--- config.mk ---
export PLATFORM = sky130hd
export DESIGN_NAME = dmem_arbiter
export DESIGN_NICKNAME = d
export VERILOG_FILES = /design/src/rtl/dmem_pkg.sv /design/src/rtl/dmem_resp_reg.sv /design/src/rtl/dmem_arbiter.sv
export SDC_FILE = /design/constraint.sdc
export NUM_CORES = 1
export LEC_CHECK = 0
export ABC_AREA = 1
export ABC_CLOCK_PERIOD_IN_PS = 1880
export CAP_MARGIN = 10
export CORE_UTILIZATION = 32
export CTS_BUF_LIST = sky130_fd_sc_hd__clkbuf_16
export CTS_CLUSTER_SIZE = 28
export DETAILED_ROUTE_END_ITERATION = 7
export PLACE_DENSITY = 0.77
export SETUP_SLACK_MARGIN = 0.5
export SLEW_MARGIN = 40
export SYNTH_ARGS = -nofsm -noshare
export SYNTH_HDL_FRONTEND = slang
export SYNTH_SLANG_ARGS = --single-unit
--- constraint.sdc ---
create_clock -name clk -period 1.88 [get_ports clk]
set_clock_uncertainty 0.05 [all_clocks]
set_input_delay 0.376 -clock clk [delete_from_list [all_inputs] [get_ports clk]]
set_output_delay 0.376 -clock clk [all_outputs]
set_load 0.02 [all_outputs]
--- src/rtl/dmem_pkg.sv ---
`default_nettype none
// ============================================================================
//  Module      : dmem_pkg
//  Description : Shared definitions for the data-memory arbiter and the
//                debug unit: default geometry, starvation bound, byte-to-word
//                address conversion and access error check.
//  Revision    : 1.0 - initial release
// ============================================================================
package dmem_pkg;

    // Default word-address width (memory depth is 2**ADDR_W_DEFAULT words)
    localparam int ADDR_W_DEFAULT     = 8;
    // Default number of consecutive denied DBG cycles before DBG is forced
    localparam int STARVE_MAX_DEFAULT = 4;

    // Word index of a byte address, masked to the memory depth.
    function automatic logic [31:0] byte_to_word(input logic [31:0] byte_addr,
                                                 input int unsigned addr_w);
        logic [31:0] mask;
        mask = (32'h1 << addr_w) - 32'h1;
        return (byte_addr >> 2) & mask;
    endfunction

    // An access is illegal if it is not word-aligned or if it falls beyond
    // the end of the memory.
    function automatic logic addr_err(input logic [31:0] byte_addr,
                                      input int unsigned addr_w);
        logic misaligned;
        logic out_of_range;
        misaligned   = (byte_addr[1:0] != 2'b00);
        out_of_range = ((byte_addr >> (addr_w + 2)) != 32'h0);
        return misaligned | out_of_range;
    endfunction

endpackage : dmem_pkg
`default_nettype wire

--- src/rtl/dmem_resp_reg.sv ---
`default_nettype none
// ============================================================================
//  Module      : dmem_resp_reg
//  Description : Response register for one arbiter port. Captures the result
//                of a granted access and presents it for exactly one cycle
//                (rvalid); rdata and err hold until the next grant.
//  Ports       : clk, rst_n      - clock, async active-low reset
//                gnt             - access granted to this port this cycle
//                we              - granted access is a write
//                acc_err         - granted access is illegal
//                mem_spo         - memory asynchronous read data
//                rvalid          - one-cycle response pulse
//                rdata           - read data (0 for writes and errors)
//                err             - error flag for the response
//  Revision    : 1.0 - initial release
// ============================================================================
module dmem_resp_reg (
    input  logic        clk,
    input  logic        rst_n,
    input  logic        gnt,
    input  logic        we,
    input  logic        acc_err,
    input  logic [31:0] mem_spo,
    output logic        rvalid,
    output logic [31:0] rdata,
    output logic        err
);

    logic        r_rvalid;
    logic [31:0] r_rdata;
    logic        r_err;

    always_ff @(posedge clk or negedge rst_n) begin
        if (!rst_n) begin
            r_rvalid <= 1'b0;
            r_rdata  <= 32'h0;
            r_err    <= 1'b0;
        end else begin
            r_rvalid <= gnt;
            if (gnt) begin
                r_err   <= acc_err;
                // Writes and rejected accesses return zero data.
                r_rdata <= (!we && !acc_err) ? mem_spo : 32'h0;
            end
        end
    end

    assign rvalid = r_rvalid;
    assign rdata  = r_rdata;
    assign err    = r_err;

endmodule : dmem_resp_reg
`default_nettype wire

--- src/rtl/dmem_arbiter.sv ---
`default_nettype none
// ============================================================================
//  Module      : dmem_arbiter
//  Description : Two-port arbiter sharing one single-port data memory between
//                the CPU MEM stage and the debug unit. CPU has priority; a
//                starvation counter forces a DBG grant after STARVE_MAX
//                consecutive denied DBG cycles. At most one access per cycle.
//  Ports       : clk, rst_n                  - clock, async active-low reset
//                cpu_* / dbg_* req,we,addr,wdata - request side per port
//                cpu_* / dbg_* gnt           - combinational grant
//                cpu_* / dbg_* rvalid,rdata,err - registered response
//                mem_a, mem_d, mem_we        - memory address/data/write enable
//                mem_spo                     - memory asynchronous read data
//  Revision    : 1.0 - initial release
// ============================================================================
module dmem_arbiter
    import dmem_pkg::*;
#(
    parameter int ADDR_W     = ADDR_W_DEFAULT,
    parameter int STARVE_MAX = STARVE_MAX_DEFAULT
) (
    input  logic              clk,
    input  logic              rst_n,

    input  logic              cpu_req,
    input  logic              cpu_we,
    input  logic [31:0]       cpu_addr,
    input  logic [31:0]       cpu_wdata,
    output logic              cpu_gnt,
    output logic              cpu_rvalid,
    output logic [31:0]       cpu_rdata,
    output logic              cpu_err,

    input  logic              dbg_req,
    input  logic              dbg_we,
    input  logic [31:0]       dbg_addr,
    input  logic [31:0]       dbg_wdata,
    output logic              dbg_gnt,
    output logic              dbg_rvalid,
    output logic [31:0]       dbg_rdata,
    output logic              dbg_err,

    output logic [ADDR_W-1:0] mem_a,
    output logic [31:0]       mem_d,
    output logic              mem_we,
    input  logic [31:0]       mem_spo
);

    localparam logic [3:0] C_STARVE_MAX = 4'(STARVE_MAX);

    logic [3:0]        r_starve_cnt;
    logic              w_force_dbg;
    logic              w_cpu_gnt;
    logic              w_dbg_gnt;
    logic              w_any_gnt;
    logic [31:0]       w_sel_addr;
    logic [31:0]       w_sel_wdata;
    logic              w_sel_we;
    logic              w_sel_err;
    logic [ADDR_W-1:0] w_sel_word;

    // ------------------------------------------------------------------
    // Grant logic. rst_n is folded in so nothing is granted (and nothing
    // is written) while reset is asserted, even with requests pending.
    // ------------------------------------------------------------------
    assign w_force_dbg = (r_starve_cnt == C_STARVE_MAX);
    assign w_cpu_gnt   = rst_n & cpu_req & ~w_force_dbg;
    assign w_dbg_gnt   = rst_n & dbg_req & (~cpu_req | w_force_dbg);
    assign w_any_gnt   = w_cpu_gnt | w_dbg_gnt;

    assign cpu_gnt = w_cpu_gnt;
    assign dbg_gnt = w_dbg_gnt;

    // ------------------------------------------------------------------
    // Starvation counter: counts consecutive cycles in which DBG asks and
    // is refused. A forced grant clears it, so the CPU loses exactly one
    // cycle per starvation window.
    // ------------------------------------------------------------------
    always_ff @(posedge clk or negedge rst_n) begin
        if (!rst_n) begin
            r_starve_cnt <= 4'h0;
        end else if (w_dbg_gnt || !dbg_req) begin
            r_starve_cnt <= 4'h0;
        end else if (r_starve_cnt != C_STARVE_MAX) begin
            r_starve_cnt <= r_starve_cnt + 4'h1;
        end
    end

    // ------------------------------------------------------------------
    // Memory source mux. The DBG side is the default leg; the outputs are
    // gated to zero when nobody is granted.
    // ------------------------------------------------------------------
    assign w_sel_addr  = w_cpu_gnt ? cpu_addr  : dbg_addr;
    assign w_sel_wdata = w_cpu_gnt ? cpu_wdata : dbg_wdata;
    assign w_sel_we    = w_cpu_gnt ? cpu_we    : dbg_we;
    assign w_sel_err   = addr_err(w_sel_addr, ADDR_W);
    assign w_sel_word  = ADDR_W'(byte_to_word(w_sel_addr, ADDR_W));

    assign mem_a  = w_any_gnt ? w_sel_word  : '0;
    assign mem_d  = w_any_gnt ? w_sel_wdata : 32'h0;
    assign mem_we = w_any_gnt & w_sel_we & ~w_sel_err;

    // ------------------------------------------------------------------
    // Per-port response registers. Both see the shared we/err of the
    // selected access; only the granted one captures it.
    // ------------------------------------------------------------------
    dmem_resp_reg u_cpu_resp (
        .clk     (clk),
        .rst_n   (rst_n),
        .gnt     (w_cpu_gnt),
        .we      (w_sel_we),
        .acc_err (w_sel_err),
        .mem_spo (mem_spo),
        .rvalid  (cpu_rvalid),
        .rdata   (cpu_rdata),
        .err     (cpu_err)
    );

    dmem_resp_reg u_dbg_resp (
        .clk     (clk),
        .rst_n   (rst_n),
        .gnt     (w_dbg_gnt),
        .we      (w_sel_we),
        .acc_err (w_sel_err),
        .mem_spo (mem_spo),
        .rvalid  (dbg_rvalid),
        .rdata   (dbg_rdata),
        .err     (dbg_err)
    );

endmodule : dmem_arbiter
`default_nettype wire

==> results.yml, run 1 <==
clock_network:
  clkSinkCount: 72
  clock-root-buffer: "clkbuf_16"
  path_clk_slew_ps: 60
  clk_path_buf_depth: 2
  clock_latency_ps: 320
  cts_htree_levels: 3
  ctsHoldBuffers: 0
  cts_tree: "done"
  cts_buffers: 9
detailed_routing:
  vias_per_cell: 4.96
  vias: 4905
  wire_per_inst_um: 18.2
  drt_pass1_iterations: 5
  wirelength_um: 18000
  drc: 0
  ant_nets: 0
  drt_iter0_drc: 310
logic_synthesis:
  syn_nets: 701
  ys_ff_latch: 72
  synth_xor_area_frac: 0.00224
  synth_area_um2: 3900
  yosysUniqueCellTypes: 27
  synth_top_family_by_area: "simple AND/OR/NAND/NOR gates"
  synthSimpleGateAreaFrac: 0.372
  synth_compound_gate_area_share: 0.0651
  syn_inst: 533
  synthMuxAreaShare: 0
  yosysSeqAreaShare: 0.462
  yosys_warnings: 0
  postSynthAreaPerCell_um2: 7.32
  synthAdderAreaFrac: 0.00641
pwr:
  total_leakage_power_nw: 4.51
  p_per_area_nw_per_um2: 569
  peakVddDrop_uv: 456
timing:
  max_clock_freq_mhz: 440
  worstMarginPinSlew_ps: 663
  finalCriticalPeriod_ps: 2270
  worst_slack_ps: -391
  setup_violations: 108
  hold_viol: 0
  period_share: 1.21
  slew_headroom: 0.558
  rsz0062_at_grt: "true"
  holdWs_ps: 258
  slew_viol_final: 0
die:
  die_area_um2: 12600
  die_x_um: 112
  ios: 277
  die_y_um: 112
  initial_utilization: 0.335
  core_um2: 11700
  core.rowCount: 39
setup_path:
  cp_max_fo: 7
  setup.worst_path.end_class: "output pin"
  startpoint: "r_starve_cnt[1]$_DFFE_PN0P_"
  crit_required_ps: 1450
  cp.arrival_ps: 1840
  start_kind: "flip-flop"
  path_class: "flip-flop to output pin"
  crit-reg2reg-launch: "r_starve_cnt[1]$_DFFE_PN0P_"
cells_and_area:
  fin_area_um2: 8370
  final.fill_count: 870
  nets: 1008
  final_util: 0.718
  diodes: 0
  syn_to_final_growth_pct: 114
  layout-drive-gt1-share: 0.279
status:
  failed_checks: "setup timing"
  outcome: "finished with violations"
global_routing:
  grt_pass1_wl_um: 25600
  antenna_found_initial: 0
  grt_pass1_vias: 4941
  grt_usage: 0.260
  gr-total-overflow: 0
  grt_max_degree: 73
job:
  cap_viol_max_count: 0
placed_design:
  place.gp.congestion: 1.03
  portBuffers: 276
  place_ws_ps: -781
  dp_hpwl_um: 11700
  post_dp_cell_area_um2: 7350
worst_hold_path:
  hp-class: "primary input to asynchronous set/reset pin"
==> layout make-up <==
| type | instances | area [um^2] | share of cell area |
|---|---|---|---|
| Tap cell | 143 | 179 | 0.0214 |
| Multi-Input combinational cell | 385 | 2280 | 0.273 |
| Clock buffer | 9 | 225 | 0.0269 |
| Sequential cell | 72 | 1800 | 0.215 |
| Clock inverter | 7 | 93.8 | 0.0112 |
| Inverter | 35 | 146 | 0.0175 |
| Timing Repair Buffer | 337 | 3640 | 0.435 |
==> per-layer routing <==
layer,up-vias,part of all wire,track usage
met5,-,0,0
met4,0,0.027,0.0916
met3,32,0.077,0.0610
met2,220,0.52,0.478
met1,2303,0.38,0.295
li1,2350,-,-
==> final timing paths <==
kind | depth (start not counted) | slack, ps | endpoint
worst max register to register | 13 | -60 | u_dbg_resp.rdata[20]$_DFFE_PN0P_
worst min register to register | 2 | 420 | u_dbg_resp.rdata[17]$_DFFE_PN0P_
min in group clk | 2 | 420 | u_dbg_resp.rdata[17]$_DFFE_PN0P_
max in group asynchronous | 3 | 1070 | u_cpu_resp.err$_DFFE_PN0N_
worst max-delay path | 9 | -390 | mem_we
worst min-delay path | 3 | 260 | u_dbg_resp.rdata[6]$_DFFE_PN0P_
==> power by group <==
| part | switching, W | internal (W) |
|---|---|---|
| logic | 0.000628 | 0.000732 |
| registers | 0.00000950 | 0.00156 |
| clock network | 0.000669 | 0.00116 |
| total | 0.00131 | 0.00346 |
==> sequential cells by signal (all words and copies together), names as in the netlist <==
signal,flops
u_cpu_resp.rdata,32
u_dbg_resp.err,1
u_dbg_resp.rdata,32
u_cpu_resp.err,1
u_cpu_resp.rvalid,1
u_dbg_resp.rvalid,1
r_starve_cnt,4
==> logic make-up (layout without fill, tap and decap cells) <==
logic type / after synthesis / count (layout)
compound gates: 49 / 49
buf+inv: 76 / 388
simple gates: 333 / 333
fa+ha+maj: 2 / 2
xor+xnor: 1 / 1
flops: 72 / 72
==> critical path: stages (launching register included) <==
cell and delay, ps:
dfrtp_1 400, inv_2 80, ha_4 140, nand3_4 110, nand2_8 180, or2_1 170
o21ai_4 90, a21oi_2 100, and2_4 140, buf_6 120
==> through the flow <==
stage,std cells,power (W),TNS (ps)
2_1_floorplan,533,0.00213,0
3_3_place_gp,937,0.00272,-58900
5_1_grt,988,0.00495,-24210
3_5_place_dp,937,0.00275,-62130
4_1_cts,971,0.00475,-19280
6_report,988,0.00477,-16560
==> placed cells by master, fill, tap and decap left out, drive strengths merged, types with 21 or more instances in the layout <==
cell / instances
nand2: 239
clkdlybuf4s50: 163
buf: 130
dfrtp: 72
nand4: 65
o21ai: 43
inv: 38
clkbuf: 27
dlymetal6s2s: 26
nor2: 21
==> synthesized netlist by cell type, drive strengths merged <==
cell type,instances,share of area
a211oi,1,0.0019
xnor2,1,0.0022
nand3,3,0.0071
buf,29,0.047
clkbuf,12,0.012
nand2,239,0.23
ha,2,0.0064
o21a,1,0.0019
nor2,21,0.020
a21oi,4,0.0051
nand4,65,0.10
inv,35,0.034
o21ai,43,0.056
and2,4,0.0064
dfrtp,72,0.46
or2,1,0.0016
==> repair_timing <==
item | in CTS | in global routing
pin swaps | 20 | 25
setup buffers | 10 | 7
setup endpoints to repair | 182 | 152
gates resized for setup | 427 | 80
cloned | 8 | 10
No activity file was read; power rests on OpenSTA's default activity.
==> run 2: changes to the inputs <==
--- a/config.mk
+++ b/config.mk
@@ -12,7 +12,7 @@
 export CTS_BUF_LIST = sky130_fd_sc_hd__clkbuf_16
 export CTS_CLUSTER_SIZE = 28
 export DETAILED_ROUTE_END_ITERATION = 7
-export PLACE_DENSITY = 0.77
+export PLACE_DENSITY = 0.78
 export SETUP_SLACK_MARGIN = 0.5
 export SLEW_MARGIN = 40
 export SYNTH_ARGS = -nofsm -noshare
==> run 2 against run 1 <==
Net effect:
- the flow still finishes with violations (setup timing)
- non-clock buffer count increased by 21
- die area unchanged
- critical path depth down 1
- first-iteration DRC count rose by 24%
- clock power decreased by 5%
- worst hold slack got worse by 210 ps
- critical endpoint is now mem_a[5]
- highest routed layer unchanged
==> results.yml, run 2 (same netlist as run 1, synthesis figures left out) <==
cells_and_area:
  final.fill_count: 872
  nets: 1029
  layout-drive-gt1-share: 0.315
  final_common_cell: "nand2_1"
  syn_to_final_growth_pct: 119
  final_cell_mix: "nand2_1 (229), clkdlybuf4s50_1 (163), dfrtp_1 (72), buf_2 (68), nand4_1 (65)"
  diodes: 0
  fin_area_um2: 8550
timing:
  holdWs_ps: 46.7
  slew_viol_final: 0
  slew_headroom: 0.548
  worstMarginPinSlew_ps: 678
  rsz0062_at_grt: "true"
  finalCriticalPeriod_ps: 2330
  setup_violations: 107
  period_share: 1.24
  hold_viol: 0
  worst_slack_ps: -452
  max_clock_freq_mhz: 429
global_routing:
  globalRoute.busiestLayer: "met2"
  grt_pass1_vias: 5330
  grt_pass1_wl_um: 29500
  grt_usage: 0.308
  antenna_found_initial: 0
  met1_usage: 0.335
  grt_max_degree: 53
  gr-total-overflow: 0
  use_met2: 0.552
  grt_use_met3: 0.0929
setup_path:
  start_kind: "flip-flop"
  cp_max_fo: 6
  cp.arrival_ps: 1910
  path_class: "flip-flop to output pin"
  setup.worst_path.end_class: "output pin"
  crit_required_ps: 1450
die:
  die_area_um2: 12600
  die_x_um: 112
  core.rowCount: 39
  initial_utilization: 0.335
  ios: 277
  core_um2: 11700
  die_y_um: 112
clock_network:
  cts_htree_levels: 3
  clock_latency_ps: 330
  cts_tree: "done"
  clk_path_buf_depth: 2
  clkSinkCount: 72
  clock-root-buffer: "clkbuf_16"
  cts_buffers: 9
  ctsHoldBuffers: 0
  path_clk_slew_ps: 60
detailed_routing:
  drt_pass1_iterations: 6
  wirelength_um: 19700
  ant_nets: 0
  drc: 0
  vias_per_cell: 5.14
  drt_iter0_drc: 383
  wire_per_inst_um: 19.6
  vias: 5191
placed_design:
  place.gp.congestion: 0.904
  dp_hpwl_um: 11900
  portBuffers: 276
  post_dp_cell_area_um2: 7420
status:
  failed_checks: "setup timing"
  outcome: "finished with violations"
pwr:
  p_total_w: 0.00489
  peakVddDrop_uv: 457
  p_per_area_nw_per_um2: 572
  total_leakage_power_nw: 4.36
worst_hold_path:
  hp-class: "primary input to asynchronous set/reset pin"
job:
  cap_viol_max_count: 0
run 2: cell type report:
class,count,area [um^2],area share
clock buffer,9,225,0.0263
tap,143,179,0.0209
sequential,72,1800,0.211
clock inverter,7,71.3,0.00834
multi-input combinational,385,2270,0.265
inverter,35,151,0.0177
timing repair buffer,358,3850,0.451
run 2: final timing paths:
kind	from	to	slack [ps]	cells past startpoint
min	rst_n	u_dbg_resp.rdata[1]$_DFFE_PN0P_	50	2
min in group clk	u_cpu_resp.rdata[1]$_DFFE_PN0N_	u_cpu_resp.rdata[1]$_DFFE_PN0N_	420	2
max reg2reg	r_starve_cnt[1]$_DFFE_PN0P_	u_cpu_resp.rdata[12]$_DFFE_PN0N_	-280	14
max	r_starve_cnt[1]$_DFFE_PN0P_	mem_a[5]	-450	8
min reg2reg	u_cpu_resp.rdata[1]$_DFFE_PN0N_	u_cpu_resp.rdata[1]$_DFFE_PN0N_	420	2
max in group asynchronous	rst_n	u_dbg_resp.rdata[27]$_DFFE_PN0P_	760	3
run 2: through the flow:
step	instances	setup slack (ps)	setup TNS, ps	util
6_report	1009	-452	-31730	0.733
3_5_place_dp	945	-821	-67400	0.636
3_3_place_gp	945	-796	-65810	0.636
5_1_grt	1009	-534	-40140	0.733
2_1_floorplan	533	6.00	0	-
4_1_cts	998	-460	-29440	0.715
run 2: layer usage:
metal  vias to the layer above  part of all wire
li1                       2403                 -
met1                      2426              0.37
met2                       303              0.51
met3                        59             0.088
met4                         0             0.032
met5                         -                 0
run 2: worst max-delay path, cell delays in order (launching register included):
cell and delay [ps]:
dfrtp_1 400, inv_2 80, ha_4 130, nand3_4 110
nand2_4 100, nand3_4 130, bufbuf_16 330, o21ai_4 130
buf_4 150
run 2: what timing repair did:
| item | in CTS | in global routing |
|---|---|---|
| cloned | 19 | 3 |
| gates resized for setup | 589 | 19 |
| pin swaps | 87 | 68 |
| buffers inserted | 18 | 8 |
| endpoints found under the setup margin | 183 | 116 |
run 2: power by group:
part,internal [W],switching (W)
logic,0.000897,0.000691
registers,0.00156,0.0000107
clock network,0.00103,0.000699
total,0.00349,0.00140
